### src/rtl/trng_pkg.sv
// Shared constants, FSM state encodings and header-byte helper for the TRNG frame scheduler.
package trng_pkg;

  localparam int unsigned HDR_LEN = 5;

  localparam logic [7:0] SYNC0_DEFAULT = 8'hA5;
  localparam logic [7:0] SYNC1_DEFAULT = 8'h5A;

  localparam logic [2:0] StIdle   = 3'd0;
  localparam logic [2:0] StHdr    = 3'd1;
  localparam logic [2:0] StRdReq  = 3'd2;
  localparam logic [2:0] StRdWait = 3'd3;
  localparam logic [2:0] StSend   = 3'd4;
  localparam logic [2:0] StWaitTx = 3'd5;
  localparam logic [2:0] StChk    = 3'd6;
  localparam logic [2:0] StRearm  = 3'd7;

  // Header layout: SYNC0, SYNC1, SEQ, LEN[15:8], LEN[7:0]
  function automatic logic [7:0] hdr_byte(input logic [2:0]  idx,
                                          input logic [7:0]  sync0,
                                          input logic [7:0]  sync1,
                                          input logic [7:0]  seq,
                                          input logic [15:0] len);
    logic [7:0] b;
    case (idx)
      3'd0:    b = sync0;
      3'd1:    b = sync1;
      3'd2:    b = seq;
      3'd3:    b = len[15:8];
      default: b = len[7:0];
    endcase
    return b;
  endfunction

endpackage

### src/rtl/trng_frame_scheduler_if.sv
// Collector read port and UART transmit handshake seen by the frame scheduler.
interface trng_frame_scheduler_if #(
  parameter int unsigned ADDR_W = 32
);
  logic              oMemRdEn;
  logic [ADDR_W-1:0] oMemRdAddr;
  logic [7:0]        iMemRdData;
  logic              oTxStart;
  logic [7:0]        oTxData;
  logic              iTxBusy;

  modport master (
    output oMemRdEn, oMemRdAddr, oTxStart, oTxData,
    input  iMemRdData, iTxBusy
  );

  modport slave (
    input  oMemRdEn, oMemRdAddr, oTxStart, oTxData,
    output iMemRdData, iTxBusy
  );
endinterface

### src/rtl/trng_frame_scheduler_edge_detect.sv
// Rising-edge detector on a level already synchronous to iClk.
module trng_frame_scheduler_edge_detect (
  input  logic iClk,
  input  logic iRst,
  input  logic iLevel,
  output logic oEdge
);

  logic level_q;

  always_ff @(posedge iClk) begin
    if (iRst) begin
      level_q <= 1'b0;
    end else begin
      level_q <= iLevel;
    end
  end

  assign oEdge = iLevel & ~level_q;

endmodule

### src/rtl/trng_frame_scheduler.sv
// Frames one completed TRNG batch (sync, seq, len, payload, XOR checksum) out to the UART,
// then re-arms the collector.
module trng_frame_scheduler
  import trng_pkg::*;
#(
  parameter int unsigned BATCH_SIZE = 1000,
  parameter int unsigned ADDR_W     = 32,
  parameter logic [7:0]  SYNC0      = SYNC0_DEFAULT,
  parameter logic [7:0]  SYNC1      = SYNC1_DEFAULT
) (
  input  logic                          iClk,
  input  logic                          iRst,
  input  logic                          iEnable,
  input  logic                          iBatchDone,
  trng_frame_scheduler_if.master        bus,
  output logic                          oRearm,
  output logic                          oActive,
  output logic [7:0]                    oBatchSeq,
  output logic [15:0]                   oFramesSent,
  output logic                          oOverrun
);

  localparam logic [15:0] LEN     = 16'(BATCH_SIZE);
  localparam logic [16:0] HDR_END = 17'(HDR_LEN);
  // Frame index of the checksum byte
  localparam logic [16:0] PAY_END = 17'(HDR_LEN + BATCH_SIZE);

  logic [2:0]  state_q;
  logic [16:0] byte_idx_q;
  logic [7:0]  chk_q;
  logic        guard_q;
  logic        batch_edge;

  logic [16:0] next_idx;
  logic [2:0]  wait_next;
  logic [16:0] payload_addr;

  trng_frame_scheduler_edge_detect u_edge (
    .iClk   (iClk),
    .iRst   (iRst),
    .iLevel (iBatchDone),
    .oEdge  (batch_edge)
  );

  always_comb begin
    next_idx     = byte_idx_q + 17'd1;
    payload_addr = byte_idx_q - HDR_END;
    if (next_idx < HDR_END) begin
      wait_next = StHdr;
    end else if (next_idx < PAY_END) begin
      wait_next = StRdReq;
    end else if (next_idx == PAY_END) begin
      wait_next = StChk;
    end else begin
      wait_next = StRearm;
    end
  end

  assign oActive = (state_q != StIdle);

  always_ff @(posedge iClk) begin
    if (iRst) begin
      state_q        <= StIdle;
      byte_idx_q     <= '0;
      chk_q          <= '0;
      guard_q        <= 1'b0;
      bus.oTxStart   <= 1'b0;
      bus.oTxData    <= '0;
      bus.oMemRdEn   <= 1'b0;
      bus.oMemRdAddr <= '0;
      oRearm         <= 1'b0;
      oBatchSeq      <= '0;
      oFramesSent    <= '0;
      oOverrun       <= 1'b0;
    end else begin
      bus.oTxStart <= 1'b0;
      bus.oMemRdEn <= 1'b0;
      oRearm       <= 1'b0;

      if (batch_edge && (state_q != StIdle)) begin
        oOverrun <= 1'b1;
      end

      unique case (state_q)
        StIdle: begin
          if (batch_edge && iEnable) begin
            byte_idx_q <= '0;
            chk_q      <= '0;
            state_q    <= StHdr;
          end
        end
        StHdr: begin
          if (!bus.iTxBusy) begin
            bus.oTxData  <= hdr_byte(byte_idx_q[2:0], SYNC0, SYNC1, oBatchSeq, LEN);
            bus.oTxStart <= 1'b1;
            guard_q      <= 1'b1;
            state_q      <= StWaitTx;
          end
        end
        StRdReq: begin
          bus.oMemRdEn   <= 1'b1;
          bus.oMemRdAddr <= ADDR_W'(payload_addr);
          state_q        <= StRdWait;
        end
        StRdWait: begin
          state_q <= StSend;
        end
        StSend: begin
          if (!bus.iTxBusy) begin
            bus.oTxData  <= bus.iMemRdData;
            bus.oTxStart <= 1'b1;
            chk_q        <= chk_q ^ bus.iMemRdData;
            guard_q      <= 1'b1;
            state_q      <= StWaitTx;
          end
        end
        StWaitTx: begin
          // UART raises busy a cycle after start, so the first cycle here is blind
          if (guard_q) begin
            guard_q <= 1'b0;
          end else if (!bus.iTxBusy) begin
            byte_idx_q <= next_idx;
            state_q    <= wait_next;
          end
        end
        StChk: begin
          if (!bus.iTxBusy) begin
            bus.oTxData  <= chk_q;
            bus.oTxStart <= 1'b1;
            guard_q      <= 1'b1;
            state_q      <= StWaitTx;
          end
        end
        StRearm: begin
          oRearm      <= 1'b1;
          oBatchSeq   <= oBatchSeq + 8'd1;
          oFramesSent <= oFramesSent + 16'd1;
          state_q     <= StIdle;
        end
        default: begin
          state_q <= StIdle;
        end
      endcase
    end
  end

endmodule

### src/flat_wrapper.sv
// flat-port wrapper written by rule: the top's interface ports become plain ports
module trng_frame_scheduler_flat import trng_pkg::*;
#(
  parameter int unsigned BATCH_SIZE = 1000,
  parameter int unsigned ADDR_W     = 32,
  parameter logic [7:0]  SYNC0      = SYNC0_DEFAULT,
  parameter logic [7:0]  SYNC1      = SYNC1_DEFAULT
)
  (iClk, iRst, iEnable, iBatchDone, oRearm, oActive, oBatchSeq, oFramesSent, oOverrun, bus_oMemRdEn, bus_oMemRdAddr, bus_oTxStart, bus_oTxData, bus_iMemRdData, bus_iTxBusy);
  trng_frame_scheduler_if #(.ADDR_W(ADDR_W)) bus_i ();
  input  logic iClk;
  input  logic iRst;
  input  logic iEnable;
  input  logic iBatchDone;
  output logic oRearm;
  output logic oActive;
  output logic [7:0] oBatchSeq;
  output logic [15:0] oFramesSent;
  output logic oOverrun;
  output wire logic [$bits(bus_i.oMemRdEn)-1:0] bus_oMemRdEn;
  output wire logic [$bits(bus_i.oMemRdAddr)-1:0] bus_oMemRdAddr;
  output wire logic [$bits(bus_i.oTxStart)-1:0] bus_oTxStart;
  output wire logic [$bits(bus_i.oTxData)-1:0] bus_oTxData;
  input wire logic [$bits(bus_i.iMemRdData)-1:0] bus_iMemRdData;
  input wire logic [$bits(bus_i.iTxBusy)-1:0] bus_iTxBusy;
  assign bus_oMemRdEn = bus_i.oMemRdEn;
  assign bus_oMemRdAddr = bus_i.oMemRdAddr;
  assign bus_oTxStart = bus_i.oTxStart;
  assign bus_oTxData = bus_i.oTxData;
  assign bus_i.iMemRdData = bus_iMemRdData;
  assign bus_i.iTxBusy = bus_iTxBusy;
  trng_frame_scheduler #(.BATCH_SIZE(BATCH_SIZE), .ADDR_W(ADDR_W), .SYNC0(SYNC0), .SYNC1(SYNC1)) u_core (.iClk(iClk), .iRst(iRst), .iEnable(iEnable), .iBatchDone(iBatchDone), .bus(bus_i), .oRearm(oRearm), .oActive(oActive), .oBatchSeq(oBatchSeq), .oFramesSent(oFramesSent), .oOverrun(oOverrun));
endmodule
### config.mk
export PLATFORM = sky130hd
export DESIGN_NAME = trng_frame_scheduler_flat
export DESIGN_NICKNAME = d
export VERILOG_FILES = /design/src/rtl/trng_pkg.sv /design/src/rtl/trng_frame_scheduler_if.sv /design/src/rtl/trng_frame_scheduler_edge_detect.sv /design/src/rtl/trng_frame_scheduler.sv /design/src/flat_wrapper.sv
export SDC_FILE = /design/constraint.sdc
export NUM_CORES = 1
export LEC_CHECK = 0
export BUFFER_PORTS_ARGS = -buffer_cell sky130_fd_sc_hd__buf_2
export CORE_MARGIN = 5
export CORE_UTILIZATION = 35
export CTS_CLUSTER_SIZE = 40
export DETAILED_ROUTE_END_ITERATION = 16
export GPL_TIMING_DRIVEN = 1
export PLACE_DENSITY_LB_ADDON = 0.2
export SLEW_MARGIN = 20
export SYNTH_ARGS = -nofsm -noshare
export SYNTH_HDL_FRONTEND = slang
export SYNTH_SLANG_ARGS = --single-unit
### constraint.sdc
create_clock -name iClk -period 1.8 [get_ports iClk]
set_input_delay 0 -clock iClk [delete_from_list [all_inputs] [get_ports iClk]]
set_output_delay 0 -clock iClk [all_outputs]
set_load 0.01 [all_outputs]
== Yosys cells after proc, flatten, opt, wreduce, memory -nomap -nowiden ==
Index checks and enable logic that the tools add are counted.

* Memories: 0
* Memory bits (writable): 0
* Register bits after elaboration: 83
* Memory bits (read-only): 0
* Bits of input ports: 13
* Bits in latches: 0

* Divide/modulo/power cells: 0
* Shifts and indexed selects: 0
* Multipliers: 0
* Reductions and logical operators: 16
* Equality and inequality tests: 18
* Bitwise gates (word level): 4
* Magnitude comparators: 2
* Mux-type cells: 25
* Add/sub/neg operators: 4

{| class="wikitable"
|+ Operators with widths
! cell !! count
|-
| $mux 17 || 3
|-
| $mux 8 || 5
|-
| $pmux 17 s2 || 1
|-
| $pmux 8 s4 || 1
|-
| $pmux 8 s3 || 1
|-
| $mux 3 || 6
|-
| $pmux 3 s6 || 1
|-
| $add 17x1->17 const B || 1
|-
| $eq 17x10->1 const B || 1
|-
| $lt 17x10->1 const B || 1
|-
| $lt 17x3->1 const B || 1
|-
| $sub 17x3->17 const B || 1
|-
| $add 16x1->16 const B || 1
|-
| $pmux 8 s2 || 1
|-
| $eq 3x2->1 const B || 4
|-
| $eq 3x3->1 const B || 4
|-
| $ne 2x2->1 const B || 6
|-
| $reduce_and 4->1 || 3
|-
| $add 8x1->8 const B || 1
|-
| $xor 8x8->8 || 1
|-
| $eq 3x1->1 const B || 2
|-
| $logic_not 3->1 || 2
|-
| $reduce_bool 2->1 || 3
|-
| $reduce_bool 3->1 || 2
|-
| other kinds (10) || 16
|}

== Depth between registers and ports, before layout ==
* Depth in word-level cells: 8
* Depth in mapped cells: 9

== Hierarchy ==
Synthesis repeated with hierarchy kept, for this count alone.

* Cells, all modules: 578
* Area total of the unflattened synthesis: 4665.7 µm²

{| class="wikitable"
|+ By module, submodules not included
! module !! area an instance (µm²) !! cells each !! times used
|-
| trng_frame_scheduler || 4618.2 || 575 || 1
|-
| trng_frame_scheduler_edge_detect || 47.5 || 3 || 1
|}

== Worst setup path after synthesis ==
No wires, ideal clock.

* Path kind: register to register
* Start: register u_core.byte_idx_q[1]
* End: register u_core.state_q[0]
* Required time: 1.681 ns
* Library setup time: 0.119 ns
* Clock period less this slack: 1.858 ns
* Data arrival time: 1.738 ns
* Setup slack: -0.058 ns
* Stages on the path, launching flop included: 8
* Cells stage by stage: dfxtp_1 -> ha_1 -> nand4_2 -> nor3_2 -> mux2i_1 -> nor4b_2 -> o2111a_1 -> a21oi_1

* Longest elaborated chain between the ends: 8
* Elaborated cells on any way between the ends: 10
* Classes of those cells: add/sub (1); order compare (2); eq/ne (1); mux (6)

{| class="wikitable"
|+ RTL lines
! what !! RTL line !! text
|-
| start: declaration || trng_frame_scheduler.sv:29 || <nowiki>logic [16:0] byte_idx_q;</nowiki>
|-
| start signal: assignment || trng_frame_scheduler.sv:122 || <nowiki>byte_idx_q <= next_idx;</nowiki>
|-
| $add 17x1->17 * || trng_frame_scheduler.sv:46 || <nowiki>next_idx = byte_idx_q + 17'd1;</nowiki>
|-
| parallel branches: the longest is 3 deep, another holds $lt 17x10->1 || -- ||
|-
| $mux 3 * || trng_frame_scheduler.sv:48 || <nowiki>if (next_idx < HDR_END) begin</nowiki>
|-
| $mux 3 * || trng_frame_scheduler.sv:121 || <nowiki>end else if (!bus.iTxBusy) begin</nowiki>
|-
| $mux 3 * || trng_frame_scheduler.sv:119 || <nowiki>if (guard_q) begin</nowiki>
|-
| $pmux 3 s6 * || trng_frame_scheduler.sv:84 || <nowiki>unique case (state_q)</nowiki>
|-
| end signal: assignment || trng_frame_scheduler.sv:89 || <nowiki>state_q <= StHdr;</nowiki>
|-
| end signal: assignment || trng_frame_scheduler.sv:123 || <nowiki>state_q <= wait_next;</nowiki>
|-
| end signal: assignment || trng_frame_scheduler.sv:131 || <nowiki>state_q <= StWaitTx;</nowiki>
|-
| end: declaration || trng_frame_scheduler.sv:28 || <nowiki>logic [2:0] state_q;</nowiki>
|}

Every way passes the cells marked *. The select of a mux whose other input is x is not followed.
A chain may end at the register's enable or synchronous reset.

== Worst setup path after layout ==
* Start: register u_core.byte_idx_q[12]
* End: register u_core.state_q[2]

* Longest elaborated chain between the ends: 7
* Elaborated cells on any way between the ends: 8
* Classes of those cells: add/sub (1); order compare (2); mux (5)

{| class="wikitable"
|+ RTL lines
! what !! RTL line !! text
|-
| $add 17x1->17 * || trng_frame_scheduler.sv:46 ||
|-
| $lt 17x10->1 || trng_frame_scheduler.sv:50 || <nowiki>end else if (next_idx < PAY_END) begin</nowiki>
|-
| $mux 3 || trng_frame_scheduler.sv:50 ||
|-
| $mux 3 * || trng_frame_scheduler.sv:48 ||
|-
| $mux 3 * || trng_frame_scheduler.sv:121 ||
|-
| $mux 3 * || trng_frame_scheduler.sv:119 ||
|-
| $pmux 3 s6 * || trng_frame_scheduler.sv:84 ||
|}

Every way passes the cells marked *; elsewhere a longest branch is shown, timed or not. The select of a mux whose other input is x is not followed.

==> summary.txt <==
STA
  – Finish-stage setup viols: 0
  – Final min period: around 1.8 ns
  – TNS Setup: 0 ns
  – Max Clock Skew: around 0.0063 ns
  – Max-slew violations: 0
  – Worst-Margin Slew: around 0.55 ns
  – Fin crit share: 99.3%
  – Post-Route Hold Slack: 0.127 ns
  – Unrepaired setup endpoints after global routing: true
  – Fin. Hold Viols: 0
  – Rel. slew slack: 63.4%
  – Max Clock Freq: approximately 0.56 GHz

Drt
  – Avg WL per Cell: approximately 14 um
  – Post-route ant nets: 0
  – Vias/cell: between 4 and 5
  – First drt pass iteration count: 4
  – Vias: 4164
  – Post-Route WL: about 12 mm
  – # DRC: 0
  – 1st-iter DRT viols: around 150

Clock network
  – Clock root cell: clkbuf_16
  – Clk slew on worst S/H paths: 0.06 ns
  – Clock Path Buffers: 2
  – CTS tree: built
  – # clock sinks: between 80 and 90
  – Htree depth: 3
  – Cts bufs inserted: 9
  – Clock Latency Late Sink: around 0.35 ns

Floorplanning
  – Ports: about 80
  – Cell Rows: 41
  – Die extent in x: approximately 120 um
  – Die height: between 100 and 150 um
  – Initial Util: between 30% and 40%
  – Die Footprint: ~15000 sq um
  – Core Area: 12700 sq um

Critical path
  – Reg2reg path depth: 6
  – Worst Path Max Fanout: 4
  – Critical path cell sequence: nand4_1 -> nor4_2 -> xor2_1 -> nor4b_4 -> o2111a_1 -> a21oi_1
  – WP data required: between 2 and 2.5 ns
  – Worst Setup End Kind: flip-flop
  – Reg2Reg Setup Slack: 0.01 ns
  – Crit Reg-Reg Startpoint: u_core.byte_idx_q[12]
  – WS Path Type: flip-flop to flip-flop
  – Crit start category: flip-flop
  – Delay of the slowest cell on the worst path: roughly 0.37 ns
  – Slowest-stage cell, CP: dfxtp_2
  – Crit path arrival time: approximately 2.0 ns
  – Reg2reg end: u_core.state_q[2]

Finish
  – Share of layout cells above drive strength 1: roughly a third
  – Finished Layout Cells: ~860
  – Layout area overhead: 33.2%
  – Commonest non-fill, non-tap cell in the layout: nor2_1
  – Core Util, Final: 47.9%
  – Nets@finish: 700
  – Most frequent cells in the layout: nor2_1, buf_4, dfxtp_1
  – N_diodes: 0

Run
  – Total of max-cap violations: 0

Yosys
  – Ys Warns: 0
  – Yosys reg bits: just over 80
  – Dominant register cell in the synthesized netlist: dfxtp_1
  – Avg Cell Area, Syn: between 8 and 9 sq um
  – Synth Instances: roughly 550
  – Fraction of the yosys area taken by sequential cells: a little over a third
  – Synth async-reset ratio: 0%
  – Cell variety after synth: 65
  – Post-Syn Area: ~4600 sq um
  – Number of synthesized flops with an enable pin: 0

Worst hold path
  – Hold WC Path Type: input port to flip-flop
  – HP Start: iRst
  – Hold Crit Depth: 2
  – Hold path endpoint: u_core.oBatchSeq[7]

Power
  – PwrDens: between 600 and 700 nW/um^2
  – Static Leak: about 0.0027 uW
  – VDD IR max: between 0.4 and 0.5 mV

GRT
  – All-Layer GR Usage: between 10% and 20%
  – Aggregate global routing overflow: 0
  – Number of global-route vias before repair: approximately 4000
  – First-pass GRT wire length: approximately 19 mm
  – Initial antenna violation count: 0
  – Largest net degree at the start of global routing: 32

Placed design
  – Dpl cells: 826
  – Number of I/O port buffers: between 60 and 70
  – Final Wtd Congestion: between 0.8 and 0.9
  – Final HPWL DP: 8.69 mm

Run status
  – Status: finished, final reports clean
-- synthesized netlist by cell type (6+ instances only) --
library cell | n | area share, %
buf_4 | 18 | 3.0
dfxtp_1 | 83 | 36
clkbuf_1 | 20 | 1.6
a311oi_1 | 6 | 1.2
nand2_1 | 39 | 3.2
a21oi_1 | 33 | 3.6
mux2i_1 | 17 | 3.7
inv_1 | 6 | 0.49
o21ai_0 | 9 | 0.99
and3_1 | 11 | 1.5
a211oi_1 | 13 | 2.1
ha_1 | 8 | 2.2
nor2b_1 | 7 | 0.96
nor2_1 | 96 | 7.9
nand4_1 | 11 | 1.5
xor2_1 | 32 | 6.1
nor3_1 | 8 | 0.88
a22oi_1 | 6 | 0.99
nand3_1 | 13 | 1.4
buf_2 | 11 | 1.2
xnor2_1 | 18 | 3.5
-- report_power, final --
part	leakage, uW	internal, uW	total [uW]	switching (uW)
logic	0.00184	156	357	201
clock network	0.000144	1140	1880	743
registers	0.000680	1870	1890	27.7
-- metal layers --
metal	global-route usage [%]	wire, um	vias up
met4	6.57	213	0
met1	19.9	5580	1931
li1	-	-	2133
met5	0	0	-
met2	25.6	5440	85
met3	3.91	527	15
-- state kept, by name (all words and copies together), names as in the netlist --
| signal | flops |
|---|---|
| u_core.u_edge.level_q | 1 |
| u_core.oBatchSeq | 8 |
| u_core.bus.oTxStart | 1 |
| u_core.oRearm | 1 |
| u_core.byte_idx_q | 17 |
| u_core.chk_q | 8 |
| u_core.oFramesSent | 16 |
| u_core.state_q | 3 |
| u_core.guard_q | 1 |
| u_core.bus.oTxData | 8 |
| u_core.oOverrun | 1 |
| u_core.bus.oMemRdEn | 1 |
| u_core.bus.oMemRdAddr | 17 |
-- how the worst max path moves through the flow --
| stage | start | end | slack, ns | cells past startpoint |
|---|---|---|---|---|
| floorplan | u_core.byte_idx_q[0] | u_core.state_q[0] | 0.009 | 8 |
| global placement | u_core.byte_idx_q[4] | u_core.state_q[2] | -0.13 | 7 |
| detailed placement | u_core.byte_idx_q[4] | u_core.state_q[2] | -0.14 | 7 |
| CTS | u_core.byte_idx_q[0] | u_core.state_q[2] | -0.03 | 7 |
| global route | u_core.byte_idx_q[6] | u_core.bus.oMemRdAddr[14] | -0.09 | 7 |
| finish | u_core.byte_idx_q[12] | u_core.state_q[2] | 0.01 | 6 |
-- repair_timing --
| action | in CTS | in global routing |
|---|---|---|
| pin swaps | 6 | 15 |
| buffers inserted | 2 | 2 |
| hold buffers | 10 | 0 |
| endpoints found under the hold margin | 11 | 0 |
| setup endpoints to repair | 12 | 29 |
| cloned | 0 | 0 |
| resized for setup | 19 | 29 |
-- worst max-delay path: cells and delay by family (launching register included) --
family          cells  cell delay [ns]
simple gates        3             0.80
compound gates      2             0.33
flops               1             0.37
xor+xnor            1             0.17
-- through the flow --
stage / power (uW) / worst slack, ns / area [sq um]
4_1_cts: 4190 / -0.0262 / 5950
5_1_grt: 4300 / -0.0913 / 6070
3_5_place_dp: 2280 / -0.135 / 5470
6_report: 4130 / 0.0126 / 6070
2_1_floorplan: 2170 / 0.00853 / 4640
3_3_place_gp: 2270 / -0.132 / 5470
-- cells by family (layout without fill, tap and decap cells) --
kind of cell               count (synthesis)  in the layout  share of synthesized area, %
other                                      1             15                        0.0822
DFF                                       83             83                          36.4
buffers and inverters                     65            185                          7.99
muxes                                     19             19                          4.23
xor gates and xnor gates                  50             50                          9.60
AOI/OAI and AO/OA                         91             91                          13.4
adders and majority gates                  8              8                          2.20
and+or+nand+nor                          232            232                          26.1
-- final cells by class --
class	instances	area, sq um
clock buffers	11	253
clock inverters	4	50.0
fillers	1254	6600
inverters	6	22.5
multi-input cells	415	2720
flip-flops and latches	83	1700
well taps	172	215
repair buffers	164	1110
Power figures use the tool's default switching activity.
